<file path="config.mk">
export PLATFORM = sky130hd
export DESIGN_NAME = sampselect_rr
export DESIGN_NICKNAME = d
export VERILOG_FILES = /design/src/rtl/sampq_pkg.sv /design/src/rtl/sampfifo.sv /design/src/rtl/sampselect_rr.sv
export SDC_FILE = /design/constraint.sdc
export NUM_CORES = 1
export LEC_CHECK = 0
export CORE_MARGIN = 5
export CORE_UTILIZATION = 49
export DETAILED_ROUTE_END_ITERATION = 16
export HOLD_SLACK_MARGIN = 0.1
export PLACE_DENSITY = 0.83
export SYNTH_ARGS = -nofsm -noshare
export SYNTH_HDL_FRONTEND = slang
export SYNTH_SLANG_ARGS = --single-unit
</file>
<file path="constraint.sdc">
create_clock -name clk -period 4.45 [get_ports clk]
set_input_delay 0.89 -clock clk [delete_from_list [all_inputs] [get_ports clk]]
set_output_delay 0.89 -clock clk [all_outputs]
set_load 0.01 [all_outputs]
</file>
<file path="src/rtl/sampq_pkg.sv">
// Shared definitions for the sample-queue blocks: default widths and the
// source-index width helper.
package sampq_pkg;

    localparam int SAMPQ_WIDTH     = 32;
    localparam int SAMPQ_CNT_WIDTH = 8;

    // Width of a source index; a single source still gets a 1-bit field.
    function automatic int src_w(input int n);
        return (n <= 1) ? 1 : $clog2(n);
    endfunction

endpackage

</file>
<file path="src/rtl/sampfifo.sv">
// Small per-source sample FIFO. Pointers carry one extra wrap bit, so
// full and empty can be told apart without a separate counter.
module sampfifo #(
    parameter int WIDTH = 32,
    parameter int DEPTH = 2
) (
    input  logic             clk,
    input  logic             rst,
    input  logic             flush,
    input  logic             push,
    input  logic [WIDTH-1:0] din,
    input  logic             pop,
    output logic [WIDTH-1:0] dout,
    output logic             empty,
    output logic             full
);

    localparam int AW = $clog2(DEPTH);

    logic [AW:0]      r_wr_ptr;
    logic [AW:0]      r_rd_ptr;
    logic [WIDTH-1:0] r_mem [DEPTH];
    logic             w_do_push;
    logic             w_do_pop;

    assign empty     = (r_wr_ptr == r_rd_ptr);
    assign full      = (r_wr_ptr[AW] != r_rd_ptr[AW]) &&
                       (r_wr_ptr[AW-1:0] == r_rd_ptr[AW-1:0]);
    assign w_do_push = push && (!full || pop);
    assign w_do_pop  = pop && !empty;
    assign dout      = r_mem[r_rd_ptr[AW-1:0]];

    // Pointer update; flush empties the FIFO just like reset.
    always_ff @(posedge clk) begin
        if (rst || flush) begin
            r_wr_ptr <= '0;
            r_rd_ptr <= '0;
        end else begin
            if (w_do_push) r_wr_ptr <= r_wr_ptr + 1'b1;
            if (w_do_pop)  r_rd_ptr <= r_rd_ptr + 1'b1;
        end
    end

    // Storage write; contents need no reset since the pointers gate reads.
    always_ff @(posedge clk) begin
        if (w_do_push) r_mem[r_wr_ptr[AW-1:0]] <= din;
    end

endmodule

</file>
<file path="src/rtl/sampselect_rr.sv">
// Multi-source sample arbiter: per-source FIFOs drained round-robin into a
// registered valid/ready output, with saturating per-source drop counters.
module sampselect_rr
    import sampq_pkg::*;
#(
    parameter int NUM_SOURCES = 4,
    parameter int WIDTH       = SAMPQ_WIDTH,
    parameter int DEPTH       = 2,
    parameter int CNT_WIDTH   = SAMPQ_CNT_WIDTH
) (
    input  logic                             clk,
    input  logic                             rst,
    input  logic                             sq_active,
    input  logic [WIDTH*NUM_SOURCES-1:0]     sources,
    input  logic [NUM_SOURCES-1:0]           avails,
    output logic [WIDTH-1:0]                 sample,
    output logic [src_w(NUM_SOURCES)-1:0]    sample_src,
    output logic                             sample_avail,
    input  logic                             sample_ready,
    output logic [CNT_WIDTH*NUM_SOURCES-1:0] drops
);

    localparam int          SRC_W = src_w(NUM_SOURCES);
    localparam int unsigned N     = NUM_SOURCES;

    logic [NUM_SOURCES-1:0] w_empty;
    logic [NUM_SOURCES-1:0] w_full;
    logic [NUM_SOURCES-1:0] w_push;
    logic [NUM_SOURCES-1:0] w_pop;
    logic [NUM_SOURCES-1:0] w_drop;
    logic [WIDTH-1:0]       w_dout [NUM_SOURCES];
    logic                   w_flush;
    logic                   w_load;
    logic                   w_found;
    logic                   w_grant;
    logic [SRC_W-1:0]       w_gnt;
    logic [SRC_W-1:0]       w_cand;
    int unsigned            w_idx;

    logic [WIDTH-1:0]       r_sample;
    logic [SRC_W-1:0]       r_src;
    logic                   r_avail;
    logic [SRC_W-1:0]       r_rr_last;

    assign w_flush      = !sq_active;
    assign w_load       = !r_avail || sample_ready;
    assign w_grant      = sq_active && w_load && w_found;
    assign sample       = r_sample;
    assign sample_src   = r_src;
    assign sample_avail = r_avail;

    for (genvar g = 0; g < NUM_SOURCES; g++) begin : g_src
        logic [CNT_WIDTH-1:0] r_drop;

        // A full FIFO still accepts when it is popped in the same cycle.
        assign w_pop[g]  = w_grant && (w_gnt == SRC_W'(g));
        assign w_push[g] = sq_active && avails[g] && (!w_full[g] || w_pop[g]);
        assign w_drop[g] = sq_active && avails[g] && w_full[g] && !w_pop[g];
        assign drops[g*CNT_WIDTH +: CNT_WIDTH] = r_drop;

        sampfifo #(
            .WIDTH (WIDTH),
            .DEPTH (DEPTH)
        ) u_fifo (
            .clk   (clk),
            .rst   (rst),
            .flush (w_flush),
            .push  (w_push[g]),
            .din   (sources[g*WIDTH +: WIDTH]),
            .pop   (w_pop[g]),
            .dout  (w_dout[g]),
            .empty (w_empty[g]),
            .full  (w_full[g])
        );

        // Saturating count of refused samples; cleared while inactive.
        always_ff @(posedge clk) begin
            if (rst || !sq_active) begin
                r_drop <= '0;
            end else if (w_drop[g] && (r_drop != '1)) begin
                r_drop <= r_drop + 1'b1;
            end
        end
    end

    // Round-robin search: first non-empty FIFO after the last grant, wrapping.
    always_comb begin
        w_found = 1'b0;
        w_gnt   = '0;
        w_idx   = 0;
        w_cand  = '0;
        for (int unsigned off = 1; off <= N; off++) begin
            w_idx = 32'(r_rr_last) + off;
            if (w_idx >= N) w_idx = w_idx - N;
            w_cand = SRC_W'(w_idx);
            if (!w_found && !w_empty[w_cand]) begin
                w_found = 1'b1;
                w_gnt   = w_cand;
            end
        end
    end

    // Output register and arbiter pointer; holds while stalled by the consumer.
    always_ff @(posedge clk) begin
        if (rst) begin
            r_sample  <= '0;
            r_src     <= '0;
            r_avail   <= 1'b0;
            r_rr_last <= SRC_W'(N - 1);
        end else if (!sq_active) begin
            r_avail   <= 1'b0;
            r_rr_last <= SRC_W'(N - 1);
        end else if (w_load) begin
            if (w_found) begin
                r_sample  <= w_dout[w_gnt];
                r_src     <= w_gnt;
                r_avail   <= 1'b1;
                r_rr_last <= w_gnt;
            end else begin
                r_avail   <= 1'b0;
            end
        end
    end

endmodule

</file>
==> results of run 1 <==
[registers in the layout, indices dropped and copies added (netlist names), named ones only]
name and flops:
g_src.u_fifo.r_mem 256, g_src.r_drop 32, sample 32, g_src.u_fifo.r_rd_ptr 8, g_src.u_fifo.r_wr_ptr 8, r_rr_last 2
sample_src 2, sample_avail 1
[cells by family (layout without fill, tap and decap cells)]
group                      count (synthesis)  in the layout
DFF                                      345            345
muxes                                    198            198
AOI/OAI and AO/OA                        188            188
and+or+nand+nor                          154            154
buffers and inverters                     63            291
xor gates and xnor gates                  13             13
adders and majority gates                  4              4
other                                      0              3
[power breakdown]
part           internal [uW]  total, uW  switching [uW]
combinational            333        692             360
clock                   1640       2770            1130
sequential              3560       3630            63.9
[per-layer routing]
metal,track usage,up-vias,part of all wire
li1,-,4213,-
met1,0.2673,4443,0.43
met2,0.3187,297,0.48
met3,0.03345,62,0.056
met4,0.07805,2,0.039
met5,0,-,0.00039
[critical path: stages, from the launching register on]
cell,delay (ps)
dfxtp_1,510
xor2_1,210
nor4_2,570
and2b_4,320
o311ai_2,890
a21oi_1,220
nor2b_2,200
buf_4,270
[area by class of cell]
cell class | count | area [um2] | area share
clock inverters | 17 | 165.2 | 0.009139
multi-input cells | 557 | 4815 | 0.2664
inverters | 10 | 37.54 | 0.002077
repair buffers | 221 | 2165 | 0.1198
clock buffers | 43 | 919.6 | 0.05089
well taps | 390 | 488.0 | 0.02700
flip-flops and latches | 345 | 9474 | 0.5243
diodes | 3 | 7.507 | 0.0004154
[synthesized netlist by cell type, drive strengths merged, types with 2 or more instances]
cell,count,area share
edfxtp,256,0.53
mux2i,134,0.093
dfxtp,89,0.12
mux2,64,0.050
a21oi,45,0.016
nand2,41,0.011
clkbuf,35,0.0091
a221oi,32,0.033
o21bai,32,0.017
nand3,20,0.0069
nor2,20,0.0052
o21ai,19,0.0066
buf,18,0.0074
or4,11,0.0057
inv,10,0.0026
nand2b,10,0.0043
nor3,10,0.0038
and3,9,0.0039
o31ai,8,0.0042
or3,8,0.0035
xor2,8,0.0054
a31o,6,0.0036
a2111o,5,0.0039
a31oi,5,0.0022
and2,5,0.0022
nand4,5,0.0022
nor2b,5,0.0022
o41ai,5,0.0035
xnor2,5,0.0030
a41o,4,0.0028
ha,4,0.0035
nor4,4,0.0032
o311ai,4,0.0042
a211oi,3,0.0016
a21o,3,0.0016
a311oi,3,0.0027
o2111ai,3,0.0022
a2111oi,2,0.0038
a211o,2,0.0012
a21boi,2,0.0010
o211ai,2,0.0010
[worst paths after layout]
check / from / to / slack [ps] / cells past startpoint
min: g_src[0].u_fifo.r_rd_ptr[1]$_SDFFE_PP0P_ / g_src[0].u_fifo.r_rd_ptr[1]$_SDFFE_PP0P_ / 500 / 2
max: g_src[3].u_fifo.r_wr_ptr[0]$_SDFFE_PP0P_ / g_src[1].u_fifo.r_mem[0][16]$_DFFE_PP_ / 940 / 7
max reg2reg: g_src[3].u_fifo.r_wr_ptr[0]$_SDFFE_PP0P_ / g_src[1].u_fifo.r_mem[0][16]$_DFFE_PP_ / 940 / 7
min reg2reg: g_src[0].u_fifo.r_rd_ptr[1]$_SDFFE_PP0P_ / g_src[0].u_fifo.r_rd_ptr[1]$_SDFFE_PP0P_ / 500 / 2
[per-stage QoR]
stage	instance area, um2	setup WS (ps)	hold slack, ps	std cells	total power, uW
floorplan	14470	422.8	457.7	965	4036
global placement	16980	974.8	471.8	1523	4364
detailed placement	16980	914.5	493.3	1523	4385
CTS	18060	975.5	502.0	1583	7147
global route	18070	682.0	528.0	1586	7334
finish	18070	938.8	498.8	1586	7088
[cells in the final DEF, fill, tap and decap left out, drive strengths merged, types with 20 or more instances in the layout]
cell and instances:
clkbuf 43, nand3 20, edfxtp 256, a221oi 32, mux2i 134, dfxtp 89, nor2 20, clkdlybuf4s50 202
mux2 64, o21bai 32, a21oi 45, nand2 41
==> results.py, run 1 <==
metrics = {
    "run_status": {
        "outcome": "finished, final reports clean",
    },
    "synthesis": {
        "synth_mux_area_frac": 0.1425,
        "synthXorXnorAreaFrac": 0.008389,
        "yosys.area_share.simple": 0.05751,
        "ys_warn_count": 0,
        "synthFlopType": "edfxtp_1",
        "synth_compound_area_frac": 0.1145,
        "synth_edf_count": 256,
        "synthArstFlopShare": 0,
        "yosys.area_share.adder": 0.003459,
        "netlist_area_um2": 14470,
        "syn_area_per_cell_um2": 14.99,
        "ys_ff_latch": 345,
        "synth.distinct_cells": 66,
        "synth_nets": 1105,
        "synth_top_family_by_area": "multiplexers",
        "synthCells": 965,
        "ys_seq_area_frac": 0.6545,
    },
    "clocking": {
        "clk_path_buf_depth": 3,
        "cts-hold-fix-buffers": 0,
        "numCtsBuffers": 34,
        "cts_resized": 0,
        "clk_latency_ps": 500,
        "path_clk_slew_ps": 60,
        "cts_tree": "yes",
        "htreeDepth": 2,
        "cts_num_sinks": 345,
        "cts_root_buf": "clkbuf_16",
        "postCtsSetupRepairBufs": 0,
    },
    "layout": {
        "nFillCells": 2094,
        "drive_above_1_share": 0.1450,
        "final_nets": 1309,
        "area_growth_pct": 24.91,
        "fin_util": 0.6146,
    },
    "sta": {
        "relSlewSlack": 0.2688,
        "max_freq_ghz": 0.2848,
        "fin_crit_sh": 0.7890,
        "rsz0062_at_grt": "false",
        "setup_violations": 0,
        "fin_tns_setup_ps": 0,
        "hold_violations": 0,
        "slew_viol_final": 0,
        "worstMarginPinSlew_ps": 1095,
        "finalClockSkew_ps": 12.93,
        "period_minus_slack_ps": 3511,
    },
    "floorplan": {
        "die_w_um": 181.8,
        "pin_count": 203,
        "die_y_um": 181.8,
        "die_area_um2": 33060,
        "start_util": 0.4921,
        "core_area_um2": 29400,
        "num_rows": 63,
    },
    "place": {
        "gp_congestion": 0.8665,
        "hpwlAfterDp_um": 23550,
        "placement.io_buffers": 202,
    },
    "global_route": {
        "grt_max_degree": 45,
        "overflow": 0,
        "grt_pass1_vias": 9017,
        "grt_usage": 0.1971,
        "grt_pass1_wl_um": 51210,
        "antenna_found_initial": 4,
    },
    "flow_run": {
        "maxCapViolCount": 0,
    },
    "critical_path": {
        "cp.required_ps": 4650,
        "crit_arrival_ps": 3710,
        "worstPathMaxFanout": 32,
        "startpoint_type": "flop",
        "worstSetupEndpointType": "flop",
        "crit_type": "reg -> reg",
    },
    "routing": {
        "drt_wl_total_um": 33560,
        "first_pass_iters": 5,
        "wl_per_cell_um": 21.16,
        "postRouteAntennaNets": 0,
        "drt-initial-drc-count": 682,
        "vias": 9017,
        "route.detailed.drc": 0,
        "detail_route.vias_per_cell": 5.685,
    },
    "min_path": {
        "holdCritPathClass": "reg -> reg",
    },
    "power_and_ir_drop": {
        "leakage_uw": 0.005979,
        "ir_drop_uv": 253.6,
        "cellPowerDensity_nw_per_um2": 392.2,
    },
}
No activity file was read; power rests on OpenSTA's default activity.
==> inputs of run 2 (changes only) <==
--- a/config.mk
+++ b/config.mk
@@ -6,10 +6,10 @@
 export NUM_CORES = 1
 export LEC_CHECK = 0
 export CORE_MARGIN = 5
-export CORE_UTILIZATION = 49
+export CORE_UTILIZATION = 55
 export DETAILED_ROUTE_END_ITERATION = 16
 export HOLD_SLACK_MARGIN = 0.1
-export PLACE_DENSITY = 0.83
+export PLACE_DENSITY = 0.87
 export SYNTH_ARGS = -nofsm -noshare
 export SYNTH_HDL_FRONTEND = slang
 export SYNTH_SLANG_ARGS = --single-unit
==> constraint.sdc (replaced) <==
create_clock -name clk -period 3.4 [get_ports clk]
set_input_delay 0.68 -clock clk [delete_from_list [all_inputs] [get_ports clk]]
set_output_delay 0.68 -clock clk [all_outputs]
set_load 0.01 [all_outputs]
==> results.py, run 2 (same netlist as run 1, synthesis figures left out) <==
metrics = {
    "critical_path": {
        "worstPathMaxFanout": 32,
        "startpoint_type": "flop",
        "crit_type": "reg -> reg",
        "cp.required_ps": 3580,
        "crit_arrival_ps": 3260,
        "rr_startpoint": "g_src[1].u_fifo.r_wr_ptr[0]$_SDFFE_PP0P_",
        "ff2ff_setup_slack_ps": 320,
        "worstSetupStartpoint": "g_src[1].u_fifo.r_wr_ptr[0]$_SDFFE_PP0P_",
        "worstSetupEndpointType": "flop",
    },
    "sta": {
        "fin_tns_setup_ps": 0,
        "worstMarginPinSlew_ps": 1173,
        "hold_violations": 0,
        "period_minus_slack_ps": 3084,
        "finalClockSkew_ps": 20.63,
        "slew_viol_final": 0,
        "rsz0062_at_grt": "false",
        "fin_crit_sh": 0.9072,
        "setup_violations": 0,
        "relSlewSlack": 0.2183,
        "max_freq_ghz": 0.3242,
    },
    "layout": {
        "fin_util": 0.7025,
        "largest_reg_flops": 256,
        "final_common_cell": "edfxtp_1",
        "drive_above_1_share": 0.1563,
        "nFillCells": 1706,
        "area_growth_pct": 26.18,
        "final_nets": 1324,
        "final_cell_mix": "256 x edfxtp_1, 201 x clkdlybuf4s50_1, 134 x mux2i_1",
    },
    "place": {
        "gp_congestion": 0.8654,
        "hpwlAfterDp_um": 23770,
        "placement.io_buffers": 202,
    },
    "clocking": {
        "clk_path_buf_depth": 3,
        "cts_tree": "yes",
        "numCtsBuffers": 35,
        "htreeDepth": 2,
        "postCtsSetupRepairBufs": 0,
        "path_clk_slew_ps": 60,
        "cts_num_sinks": 345,
        "clk_latency_ps": 510,
        "cts-hold-fix-buffers": 0,
        "cts_root_buf": "clkbuf_16",
        "cts_resized": 0,
    },
    "routing": {
        "drt_wl_total_um": 36040,
        "wl_per_cell_um": 23.31,
        "postRouteAntennaNets": 0,
        "drt-initial-drc-count": 730,
        "detail_route.vias_per_cell": 6.058,
        "first_pass_iters": 5,
        "vias": 9365,
        "route.detailed.drc": 0,
    },
    "floorplan": {
        "core_area_um2": 25980,
        "pin_count": 203,
        "start_util": 0.5568,
        "die_w_um": 172.2,
        "die_area_um2": 29650,
        "num_rows": 59,
        "die_y_um": 172.2,
    },
    "global_route": {
        "grt_pass1_wl_um": 54450,
        "grt_max_degree": 44,
        "overflow": 0,
        "grt_usage": 0.2396,
        "grt_pass1_vias": 9658,
        "antenna_found_initial": 1,
    },
    "run_status": {
        "outcome": "finished, final reports clean",
    },
    "power_and_ir_drop": {
        "p_total_uw": 9347,
        "cellPowerDensity_nw_per_um2": 512.0,
        "leakage_uw": 0.006111,
        "ir_drop_uv": 488.0,
    },
    "min_path": {
        "holdCritPathClass": "reg -> reg",
        "hp-start": "g_src[0].u_fifo.r_wr_ptr[1]$_SDFFE_PP0P_",
    },
    "flow_run": {
        "maxCapViolCount": 0,
    },
}
-- run 2: cell count changes in the layout (fill, tap and decap cells not counted), sizes merged --
cell,delta
clkinv,-1
bufinv,-3
diode,-1
buf,+15
clkinvlp,-3
clkbuf,+9
clkdlybuf4s50,-1
-- run 2: metrics by stage --
step | instances | hold WS, ps | worst slack [ps] | area, um2
global route | 1544 | 540.8 | 167.0 | 18250
CTS | 1544 | 496.7 | 333.6 | 18250
global placement | 1482 | 469.7 | 275.7 | 17150
detailed placement | 1482 | 482.1 | 236.3 | 17150
floorplan | 965 | 457.7 | 162.3 | 14500
finish | 1546 | 491.9 | 315.6 | 18260
-- run 2: worst max-delay path, stage by stage, from the launching register on --
cell       delay [ps]
dfxtp_1           490
xor2_1            180
nor4_2            680
and2b_4           330
a2111oi_4         480
nor2_1            160
nor3_4            180
buf_12            250
-- run 2: layer usage --
layer / global-route usage / routed length (um)
met3: 0.04435 / 2407
met5: 0 / 13
met4: 0.06186 / 705
met1: 0.3128 / 14590
met2: 0.4165 / 18320
-- run 2: path summary, 6_finish.rpt --
check | endpoint | depth (start not counted)
worst min register to register | g_src[0].u_fifo.r_wr_ptr[1]$_SDFFE_PP0P_ | 2
worst max register to register | g_src[0].u_fifo.r_mem[0][10]$_DFFE_PP_ | 7
worst max-delay path | g_src[0].u_fifo.r_mem[0][10]$_DFFE_PP_ | 7
worst min-delay path | g_src[0].u_fifo.r_wr_ptr[1]$_SDFFE_PP0P_ | 2
-- run 2: where the power goes --
group          switching [uW]  internal, uW
sequential               76.2          4660
clock                    1530          2150
combinational             469           463
-- run 2: layout make-up --
type	instances	area, um2	share of cell area
Antenna cell	2	5.005	0.0002742
Clock buffer	52	1054	0.05771
Clock inverter	10	51.30	0.002810
Inverter	10	37.54	0.002056
Multi-Input combinational cell	557	4825	0.2643
Sequential cell	345	9474	0.5190
Tap cell	335	419.2	0.02296
Timing Repair Buffer	235	2390	0.1309
==> inputs of run 3 (changes only) <==
--- a/config.mk
+++ b/config.mk
@@ -5,6 +5,7 @@
 export SDC_FILE = /design/constraint.sdc
 export NUM_CORES = 1
 export LEC_CHECK = 0
+export ABC_AREA = 1
 export CORE_MARGIN = 5
 export CORE_UTILIZATION = 55
 export DETAILED_ROUTE_END_ITERATION = 16
==> results.py, run 3 <==
metrics = {
    "run_status": {
        "outcome": "finished, final reports clean",
    },
    "global_route": {
        "grt_pass1_vias": 10850,
        "antenna_found_initial": 1,
        "overflow": 0,
        "grt_max_degree": 54,
        "grt_usage": 0.2452,
        "grt_pass1_wl_um": 58630,
    },
    "routing": {
        "detail_route.vias_per_cell": 5.634,
        "drt-initial-drc-count": 1005,
        "postRouteAntennaNets": 0,
        "wl_per_cell_um": 20.20,
        "drt_wl_total_um": 37930,
        "route.detailed.drc": 0,
        "first_pass_iters": 6,
        "vias": 10580,
    },
    "synthesis": {
        "synthXorXnorAreaFrac": 0.01257,
        "yosysTopAreaCell": "edfxtp_1",
        "synth_compound_area_frac": 0.02298,
        "ys_seq_area_frac": 0.6515,
        "yosys.area_share.adder": 0.003443,
        "yosysMostFrequentCell": "nand2_1",
        "synth.distinct_cells": 36,
        "synthCells": 1307,
        "synth.area.top_cells": "edfxtp_1 53%, dfxtp_1 12%, mux2i_1 8.8%",
        "synth_nets": 1447,
        "ys_warn_count": 0,
        "synth_edf_count": 256,
        "ys_ff_latch": 345,
        "netlist.area_leader.share": 0.5289,
        "synth_mux_area_frac": 0.08815,
        "synthFlopType": "edfxtp_1",
        "syn_area_per_cell_um2": 11.12,
        "synthArstFlopShare": 0,
        "netlist_area_um2": 14540,
        "synth_top_family_by_area": "simple AND/OR/NAND/NOR gates",
        "yosys-top-cells-count": "291 x nand2_1, 256 x edfxtp_1, 132 x nand3_1, 128 x mux2i_1, 123 x nor2_1",
        "yosys.area_share.simple": 0.1766,
    },
    "critical_path": {
        "cpMaxStageDelayCell": "dfxtp_1",
        "crit_type": "reg -> reg",
        "rr_startpoint": "r_rr_last[0]$_SDFFE_PP1P_",
        "reg2regPathDepth": 13,
        "worst_path_largest_cell_delay_ps": 570,
        "cp.required_ps": 3610,
        "ff2ff_setup_slack_ps": 410,
        "crit_arrival_ps": 3200,
        "r2r-end": "g_src[1].u_fifo.r_mem[1][16]$_DFFE_PP_",
        "path_buf_inv": 3,
        "worst_path_most_repeated_cell": "nand2_1",
        "crit_family": "simple AND/OR/NAND/NOR gates",
        "crit_chain": "inv_2 -> nand3_1 -> nand2_1 -> nor2_1 -> inv_2 -> o21ai_2 -> o21ai_4 -> nor2_4 -> nand2_2 -> nand2_1 -> nand2_1 -> nor2_4 -> buf_12",
        "worstSetupEndpointType": "flop",
        "worstPathMaxFanout": 25,
        "startpoint_type": "flop",
    },
    "sta": {
        "period_minus_slack_ps": 2988,
        "rsz0062_at_grt": "false",
        "max_freq_ghz": 0.3347,
        "finalClockSkew_ps": 11.61,
        "worstMarginPinSlew_ps": 1103,
        "setup_ws_ps": 412.3,
        "whs_ps": 500.1,
        "relSlewSlack": 0.2645,
        "slew_viol_final": 0,
        "fin_crit_sh": 0.8787,
        "setup_violations": 0,
        "hold_violations": 0,
    },
    "floorplan": {
        "die_y_um": 172.6,
        "num_rows": 59,
        "start_util": 0.5578,
        "die_area_um2": 29780,
        "die_w_um": 172.6,
        "pin_count": 203,
        "core_area_um2": 26060,
    },
    "clocking": {
        "cts_resized": 0,
        "cts_root_buf": "clkbuf_16",
        "cts_num_sinks": 345,
        "cts-hold-fix-buffers": 0,
        "postCtsSetupRepairBufs": 0,
        "numCtsBuffers": 36,
        "cts_tree": "yes",
        "path_clk_slew_ps": 60,
        "clk_path_buf_depth": 3,
        "clk_latency_ps": 520,
        "htreeDepth": 2,
    },
    "place": {
        "placed_cell_area_um2": 17030,
        "placement.io_buffers": 202,
        "gp_congestion": 0.8722,
        "hpwlAfterDp_um": 25480,
        "place_ws_ps": 104.3,
        "dp_cells": 1811,
    },
    "power_and_ir_drop": {
        "ir_drop_uv": 527.3,
        "switching_share": 0.3592,
        "p_total_uw": 13710,
        "combPwrFrac": 0.334,
        "leakage_uw": 0.006724,
        "cellPowerDensity_nw_per_um2": 750.2,
        "internal_power_uw": 8787,
        "pwr-share-clk": 0.297,
        "switchingPower_uw": 4925,
        "p_seq_frac": 0.369,
    },
    "layout": {
        "final_cell_mix": "291 x nand2_1, 256 x edfxtp_1, 201 x clkdlybuf4s50_1",
        "final_area_um2": 18280,
        "fin_cells": 1878,
        "largest_reg_flops": 256,
        "final_common_cell": "nand2_1",
        "final_nets": 1654,
        "drive_above_1_share": 0.08236,
        "area_growth_pct": 25.74,
    },
    "min_path": {
        "holdCritPathClass": "reg -> reg",
        "min_to": "sample_src[1]$_SDFFE_PP0P_",
        "hp-start": "sample_src[1]$_SDFFE_PP0P_",
        "whs_path_depth": 2,
    },
    "flow_run": {
        "maxCapViolCount": 0,
    },
}
==> run 3: cell count changes after synthesis, sizes merged, moves of 10 or more <==
cell	change
nand2b	-10
inv	+89
a221oi	-32
nand3	+120
or4	-11
o21bai	-29
nand2	+256
nor2	+108
nand4	+11
mux2	-64
==> run 3: worst max-delay path by stage <==
stage	from	endpoint	slack (ps)	cells after the start
6_report	r_rr_last[0]$_SDFFE_PP1P_	g_src[1].u_fifo.r_mem[1][16]$_DFFE_PP_	410	13
2_1_floorplan	g_src[2].u_fifo.r_wr_ptr[0]$_SDFFE_PP0P_	g_src[1].u_fifo.r_mem[0][0]$_DFFE_PP_	-4	16
3_3_place_gp	sq_active	g_src[1].u_fifo.r_mem[1][15]$_DFFE_PP_	260	10
4_1_cts	r_rr_last[0]$_SDFFE_PP1P_	g_src[1].u_fifo.r_mem[1][9]$_DFFE_PP_	470	13
5_1_grt	g_src[2].u_fifo.r_wr_ptr[0]$_SDFFE_PP0P_	g_src[1].u_fifo.r_mem[1][9]$_DFFE_PP_	140	15
3_5_place_dp	sq_active	g_src[1].u_fifo.r_mem[1][15]$_DFFE_PP_	100	10
==> run 3: per-layer routing <==
| layer | GRT usage | share of wire | vias up |
|---|---|---|---|
| li1 | - | - | 4883 |
| met1 | 0.3174 | 0.38 | 5016 |
| met2 | 0.4090 | 0.49 | 567 |
| met3 | 0.05109 | 0.093 | 112 |
| met4 | 0.09409 | 0.038 | 2 |
| met5 | 0 | 0.00034 | - |
==> run 3: cell families (layout without fill, tap and decap cells) <==
kind of cell	Yosys count	in the layout
xor+xnor	20	20
mux	128	128
buf+inv	154	389
simple gates	595	595
fa+ha+maj	4	4
flops	345	345
other cells	0	1
compound gates	61	61
==> run 3: per-stage QoR <==
| stage | util | TNS (ps) |
|---|---|---|
| 3_5_place_dp | 0.6535 | 0 |
| 6_report | 0.7013 | 0 |
| 5_1_grt | 0.7013 | 0 |
| 3_3_place_gp | 0.6535 | 0 |
| 2_1_floorplan | - | -122.7 |
| 4_1_cts | 0.7013 | 0 |
==> run 3: area by class of cell <==
type	count	area [um2]
well taps	335	419.2
flip-flops and latches	345	9474
repair buffers	224	2295
fillers	1661	7782
diodes	1	2.502
multi-input cells	808	4469
clock inverters	20	234.0
clock buffers	46	1011
inverters	99	371.6
==> run 3: worst register-to-register path: stages (launching register included) <==
cell,delay [ps]
dfxtp_1,570
inv_2,180
nand3_1,120
nand2_1,70
nor2_1,160
inv_2,70
o21ai_2,120
o21ai_4,120
nor2_4,190
nand2_2,180
nand2_1,150
nand2_1,170
nor2_4,310
buf_12,240
==> run 3: power by group through the flow <==
stage / Clock, uW / Combinational [uW] / Sequential [uW]
2_1_floorplan: 0 / 2990 / 5060
3_3_place_gp: 0 / 4320 / 5120
3_5_place_dp: 0 / 4470 / 5140
4_1_cts: 4100 / 4530 / 5060
5_1_grt: 4290 / 4970 / 5090
6_report: 4070 / 4580 / 5060
